===== src/rtl/ysyx_22041461_csr_pkg.sv =====
// Shared CSR definitions for the trap sequencer: addresses, cause codes,
// mstatus bit positions, FSM states and mstatus update helpers.
package ysyx_22041461_csr_pkg;

   localparam int XLEN = 64;

   localparam logic [11:0] CSR_MSTATUS = 12'h300;
   localparam logic [11:0] CSR_MTVEC   = 12'h305;
   localparam logic [11:0] CSR_MEPC    = 12'h341;
   localparam logic [11:0] CSR_MCAUSE  = 12'h342;

   localparam logic [XLEN-1:0] CAUSE_ECALL = 64'd11;
   localparam logic [XLEN-1:0] CAUSE_MTI   = 64'h8000_0000_0000_0007;

   localparam int MSTATUS_MIE    = 3;
   localparam int MSTATUS_MPIE   = 7;
   localparam int MSTATUS_MPP_LO = 11;
   localparam int MSTATUS_MPP_HI = 12;

   typedef enum logic [2:0] {
      ST_IDLE,
      ST_T_EPC,
      ST_T_CAUSE,
      ST_T_STATUS,
      ST_T_JUMP,
      ST_R_STATUS,
      ST_R_JUMP
   } trap_state_e;

   // Trap entry: stash MIE in MPIE, disable interrupts, record M-mode as previous privilege.
   function automatic logic [XLEN-1:0] trap_mstatus(input logic [XLEN-1:0] ms);
      logic [XLEN-1:0] r;
      r = ms;
      r[MSTATUS_MPIE] = ms[MSTATUS_MIE];
      r[MSTATUS_MIE] = 1'b0;
      r[MSTATUS_MPP_HI:MSTATUS_MPP_LO] = 2'b11;
      return r;
   endfunction

   function automatic logic [XLEN-1:0] mret_mstatus(input logic [XLEN-1:0] ms);
      logic [XLEN-1:0] r;
      r = ms;
      r[MSTATUS_MIE] = ms[MSTATUS_MPIE];
      r[MSTATUS_MPIE] = 1'b1;
      r[MSTATUS_MPP_HI:MSTATUS_MPP_LO] = 2'b00;
      return r;
   endfunction

endpackage


===== src/rtl/ysyx_22041461_trap_ctrl.sv =====
// Trap sequencer owning the machine CSR write port; sequences trap entry/mret.
// Optional timer interrupt path enabled by YSYX_22041461_TIMER_IRQ_EN.
module ysyx_22041461_trap_ctrl
   import ysyx_22041461_csr_pkg::*;
(
   input  logic            clk,
   input  logic            rst,
   input  logic [XLEN-1:0] pc_i,
   input  logic            ecall_i,
   input  logic            mret_i,
   input  logic            csr_req_i,
   input  logic [11:0]     csr_addr_i,
   input  logic [XLEN-1:0] csr_wdata_i,
`ifdef YSYX_22041461_TIMER_IRQ_EN
   input  logic            mtip_i,
`endif
   input  logic [XLEN-1:0] mtvec_i,
   input  logic [XLEN-1:0] mepc_i,
   input  logic [XLEN-1:0] mstatus_i,
   output logic            csr_we_o,
   output logic [11:0]     csr_waddr_o,
   output logic [XLEN-1:0] csr_wdata_o,
   output logic            stall_o,
   output logic            redirect_o,
   output logic [XLEN-1:0] redirect_pc_o
);

   trap_state_e     r_state;
   trap_state_e     w_state_next;
   logic [XLEN-1:0] r_epc;
   logic [XLEN-1:0] r_cause;
   logic            w_irq;
   logic            w_trap;
   logic            w_unused;

`ifdef YSYX_22041461_TIMER_IRQ_EN
   assign w_irq = mtip_i & mstatus_i[MSTATUS_MIE];
`else
   assign w_irq = 1'b0;
`endif

   assign w_trap   = w_irq | ecall_i;
   assign w_unused = &{1'b0, mtvec_i[1:0]};

   always_ff @(posedge clk) begin
      if (!rst) begin
         r_state <= ST_IDLE;
         r_epc   <= '0;
         r_cause <= '0;
      end else begin
         r_state <= w_state_next;
         if (r_state == ST_IDLE && w_trap) begin
            r_epc   <= pc_i;
            r_cause <= w_irq ? CAUSE_MTI : CAUSE_ECALL;
         end
      end
   end

   always_comb begin
      w_state_next  = r_state;
      csr_we_o      = 1'b0;
      csr_waddr_o   = '0;
      csr_wdata_o   = '0;
      stall_o       = 1'b1;
      redirect_o    = 1'b0;
      redirect_pc_o = '0;
      unique case (r_state)
         ST_IDLE: begin
            if (w_trap) begin
               w_state_next = ST_T_EPC;
            end else if (mret_i) begin
               w_state_next = ST_R_STATUS;
            end else begin
               stall_o     = 1'b0;
               csr_we_o    = csr_req_i;
               csr_waddr_o = csr_addr_i;
               csr_wdata_o = csr_wdata_i;
            end
         end
         ST_T_EPC: begin
            w_state_next = ST_T_CAUSE;
            csr_we_o     = 1'b1;
            csr_waddr_o  = CSR_MEPC;
            csr_wdata_o  = r_epc;
         end
         ST_T_CAUSE: begin
            w_state_next = ST_T_STATUS;
            csr_we_o     = 1'b1;
            csr_waddr_o  = CSR_MCAUSE;
            csr_wdata_o  = r_cause;
         end
         ST_T_STATUS: begin
            w_state_next = ST_T_JUMP;
            csr_we_o     = 1'b1;
            csr_waddr_o  = CSR_MSTATUS;
            csr_wdata_o  = trap_mstatus(mstatus_i);
         end
         ST_T_JUMP: begin
            w_state_next  = ST_IDLE;
            stall_o       = 1'b0;
            redirect_o    = 1'b1;
            redirect_pc_o = {mtvec_i[XLEN-1:2], 2'b00};
         end
         ST_R_STATUS: begin
            w_state_next = ST_R_JUMP;
            csr_we_o     = 1'b1;
            csr_waddr_o  = CSR_MSTATUS;
            csr_wdata_o  = mret_mstatus(mstatus_i);
         end
         ST_R_JUMP: begin
            w_state_next  = ST_IDLE;
            stall_o       = 1'b0;
            redirect_o    = 1'b1;
            redirect_pc_o = mepc_i;
         end
         default: begin
            w_state_next = ST_IDLE;
         end
      endcase
      // Reset forces every output quiet in the same cycle it is asserted.
      if (!rst) begin
         w_state_next  = ST_IDLE;
         csr_we_o      = 1'b0;
         csr_waddr_o   = '0;
         csr_wdata_o   = '0;
         stall_o       = 1'b0;
         redirect_o    = 1'b0;
         redirect_pc_o = '0;
      end
   end

endmodule


===== config.mk =====
export PLATFORM = sky130hd
export DESIGN_NAME = ysyx_22041461_trap_ctrl
export DESIGN_NICKNAME = d
export VERILOG_FILES = /design/src/rtl/ysyx_22041461_csr_pkg.sv /design/src/rtl/ysyx_22041461_trap_ctrl.sv
export SDC_FILE = /design/constraint.sdc
export NUM_CORES = 1
export LEC_CHECK = 0
export ABC_AREA = 1
export CAP_MARGIN = 15
export CORE_AREA = 2 2 188 190
export DETAILED_ROUTE_END_ITERATION = 10
export DIE_AREA = 0 0 190 192
export DONT_BUFFER_PORTS = 1
export MAX_ROUTING_LAYER = met4
export PLACE_DENSITY = 0.3
export SLEW_MARGIN = 15
export SYNTH_ARGS = -nofsm -noshare
export SYNTH_HDL_FRONTEND = slang
export SYNTH_SLANG_ARGS = --single-unit
export TNS_END_PERCENT = 100

===== constraint.sdc =====
create_clock -name clk -period 2.69 [get_ports clk]
set_clock_uncertainty 0.15 [all_clocks]
set_input_delay 0.538 -clock clk [delete_from_list [all_inputs] [get_ports clk]]
set_output_delay 0.538 -clock clk [all_outputs]
set_load 0.1 [all_outputs]

==> parameters.txt <==
Parameter                              Value

Yosys
  Synthesized area per cell    5.79 um2
  Number of synthesized register bits    68
  Warning count from the yosys run    0
  Mapped Cells    996
  Biggest area consumer among synthesized cells    sky130_fd_sc_hd__nand3_1
  Mapped Area    0.00577 mm2
  Area fraction of the dominant cell type after synthesis    0.276
  Sequential element share of the synthesized area    0.236
  Post-synth cell types    23
  Total nets after synthesis    1333
  Cell types with the largest area share after synthesis    sky130_fd_sc_hd__nand3_1, sky130_fd_sc_hd__dfxtp_1, sky130_fd_sc_hd__nand2_1

Global routing
  Total GRT Usage    0.177
  Initial antenna violation count    3
  Maximum number of pins on one net before global-route repair    69
  Vias in the first global route    7235
  Wire length of the first global-routing pass    46800 um
  Grt ovf    0

Clocking
  Clock Tree Buf Depth    2
  CTS Root Buffer Type    sky130_fd_sc_hd__clkbuf_16
  CTS HTree Levels    3
  TritonCTS clock tree    yes
  Source-to-sink clock delay at the later pin of the worst-skew pair    0.35 ns
  Clk slew on worst S/H paths    0.07 ns
  Number of buffers created by CTS    9
  TritonCTS sink count    68

STA
  Max-Slew Margin vs Limit    0.720
  Fin. Hold Viols    0
  Minimum hold slack    0.181 ns
  Highest clock rate    381 MHz
  Tcrit/Tclk final    0.976
  Unrepaired setup endpoints after global routing    yes
  Final critical path time including I/O delays and setup    2.63 ns
  Final number of max-transition violations    0
  Worst Max-Slew Pin Slew    0.420 ns
  Number of setup violations in the final report    0

Floorplan
  Count of standard-cell rows    68
  Floorplan Core Area    0.0343 mm2
  Height of the chip    192 um
  Number of top-level design ports    480
  Die width    190 um
  Area of the die    0.0365 mm2
  Starting density of the core    0.168

Detailed routing
  Routed wire length    35700 um
  Initial drt markers    287
  Final routed wire length divided by cell count    22.2 um
  Avg Vias per Cell    4.64
  Via total after detailed routing    7444
  Count of unresolved DRC violations after routing    0
  Drt first pass iters    5
  Remaining number of nets flagged by the antenna check after routing    0

Worst setup path
  Crit Reg-Reg Startpoint    r_state[2]
  Reg2reg end    r_epc[26]
  Worst Path Max Fanout    40
  Arrival time reported for the critical path endpoint    1.94 ns
  Critical Path Start    r_state[2]
  Depth of the worst register-to-register path    12
  Category of the critical setup timing path    reg -> out
  Flop2flop setup slack    0.27 ns
  Crit path required time    2.00 ns
  Startpoint type of the worst setup path    flip-flop
  Kind of end point of the critical path    output port

Placed design
  Input/output buffers    0
  DP HPWL    24600 um
  Final Wtd Congestion    0.804

Cells and area
  Commonest non-fill, non-tap cell in the layout    sky130_fd_sc_hd__nand3_1
  Final-layout fill cell count    3693
  Post-layout net count    1478
  Layout cells sized above 1    0.403
  Highest-count cells in the layout ignoring fill and taps    sky130_fd_sc_hd__nand3_1, sky130_fd_sc_hd__nand2_1, sky130_fd_sc_hd__buf_12
  Area growth from synthesis to final layout    88.9%

Hold path
  Min-delay src    rst
  Worst hold path depth    2
  Worst hold path endpoint    r_state[0]
  Worst hold path class    in -> reg

Outcome
  Status    completed

Power
  Power density over the cells    588 mW/mm2
  Maximum VDD drop    243 uV
  Static leakage    4.17 nW
  Power, Total    6.41 mW

Run
  Max cap viols    0
[worst max-delay path by stage]
stage	to	slack (ns)
final	redirect_pc_o[8]	0.06
after global routing	csr_wdata_o[48]	-0.03
after CTS	csr_waddr_o[1]	-0.06
after detailed placement	csr_wdata_o[32]	0.15
after global placement	csr_wdata_o[32]	0.15
after floorplan	redirect_pc_o[39]	-0.57
[cell usage after synthesis, drive strengths merged]
cell / instances
nor3: 1
inv: 77
dfxtp: 68
a31oi: 2
buf: 67
nand2: 262
nor2: 25
o21ai: 1
clkbuf: 31
nand4: 7
nand3: 319
a21oi: 136
[where the power goes]
part	total [mW]	switching (mW)	internal, mW
logic	3.85	2.34	1.52
clock network	1.35	0.538	0.810
registers	1.20	0.0805	1.12
total	6.41	2.95	3.45
[per-stage QoR]
| step | instance area (um2) | setup TNS (ns) | setup WS [ns] | utilization | cells |
|---|---|---|---|---|---|
| 5_1_grt | 10900 | -0.523 | -0.0349 | 0.318 | 1603 |
| 2_1_floorplan | 6000 | -19.94 | -0.570 | - | 996 |
| 4_1_cts | 10200 | -0.998 | -0.0645 | 0.297 | 1567 |
| 3_3_place_gp | 9560 | 0 | 0.151 | 0.279 | 1538 |
| 3_5_place_dp | 9560 | 0 | 0.146 | 0.279 | 1538 |
| 6_report | 10900 | 0 | 0.0643 | 0.318 | 1603 |
[critical path: stages, from the launching register on]
cell and delay [ns]:
sky130_fd_sc_hd__dfxtp_4 0.41, sky130_fd_sc_hd__inv_8 0.05, sky130_fd_sc_hd__buf_12 0.12, sky130_fd_sc_hd__nor2_8 0.11, sky130_fd_sc_hd__buf_12 0.14, sky130_fd_sc_hd__buf_16 0.19
sky130_fd_sc_hd__nand3_1 0.12, sky130_fd_sc_hd__a21oi_2 0.23, sky130_fd_sc_hd__buf_12 0.20
[registers in the layout, indices dropped and copies added (netlist names)]
| name | count |
|---|---|
| r_state | 3 |
| r_epc | 64 |
| r_cause | 1 |
[cell families (layout without fill, tap and decap cells)]
family                 Yosys count  in the layout  share of synthesized area
buffers and inverters          175            324                      0.148
AOI/OAI and AO/OA              139            139                      0.128
DFF                             68             68                      0.236
and+or+nand+nor                614            614                      0.489
other                            0              3                          0
[per-layer routing]
metal / GRT usage / vias up / share of wire
met5: - / - / 0
met4: 0.0420 / 0 / 0.015
met3: 0.0594 / 21 / 0.089
met2: 0.312 / 304 / 0.51
met1: 0.192 / 3513 / 0.38
li1: - / 3606 / -
[cell type report]
| class | instances | area, um2 | area share |
|---|---|---|---|
| Tap cell | 455 | 569 | 0.0522 |
| Antenna cell | 3 | 7.51 | 0.000689 |
| Inverter | 77 | 302 | 0.0277 |
| Multi-Input combinational cell | 753 | 4190 | 0.385 |
| Timing Repair Buffer | 232 | 4140 | 0.380 |
| Clock inverter | 6 | 88.8 | 0.00815 |
| Clock buffer | 9 | 225 | 0.0207 |
| Sequential cell | 68 | 1370 | 0.126 |
[repair_timing]
| item | in CTS | in global routing |
|---|---|---|
| gates resized for setup | 14 | 115 |
| buffers inserted | 9 | 20 |
| pin swaps | 4 | 29 |
| cloned | 5 | 14 |
| endpoints found under the setup margin | 137 | 77 |
| hold buffers | 0 | 0 |
No activity file was read; power rests on OpenSTA's default activity.
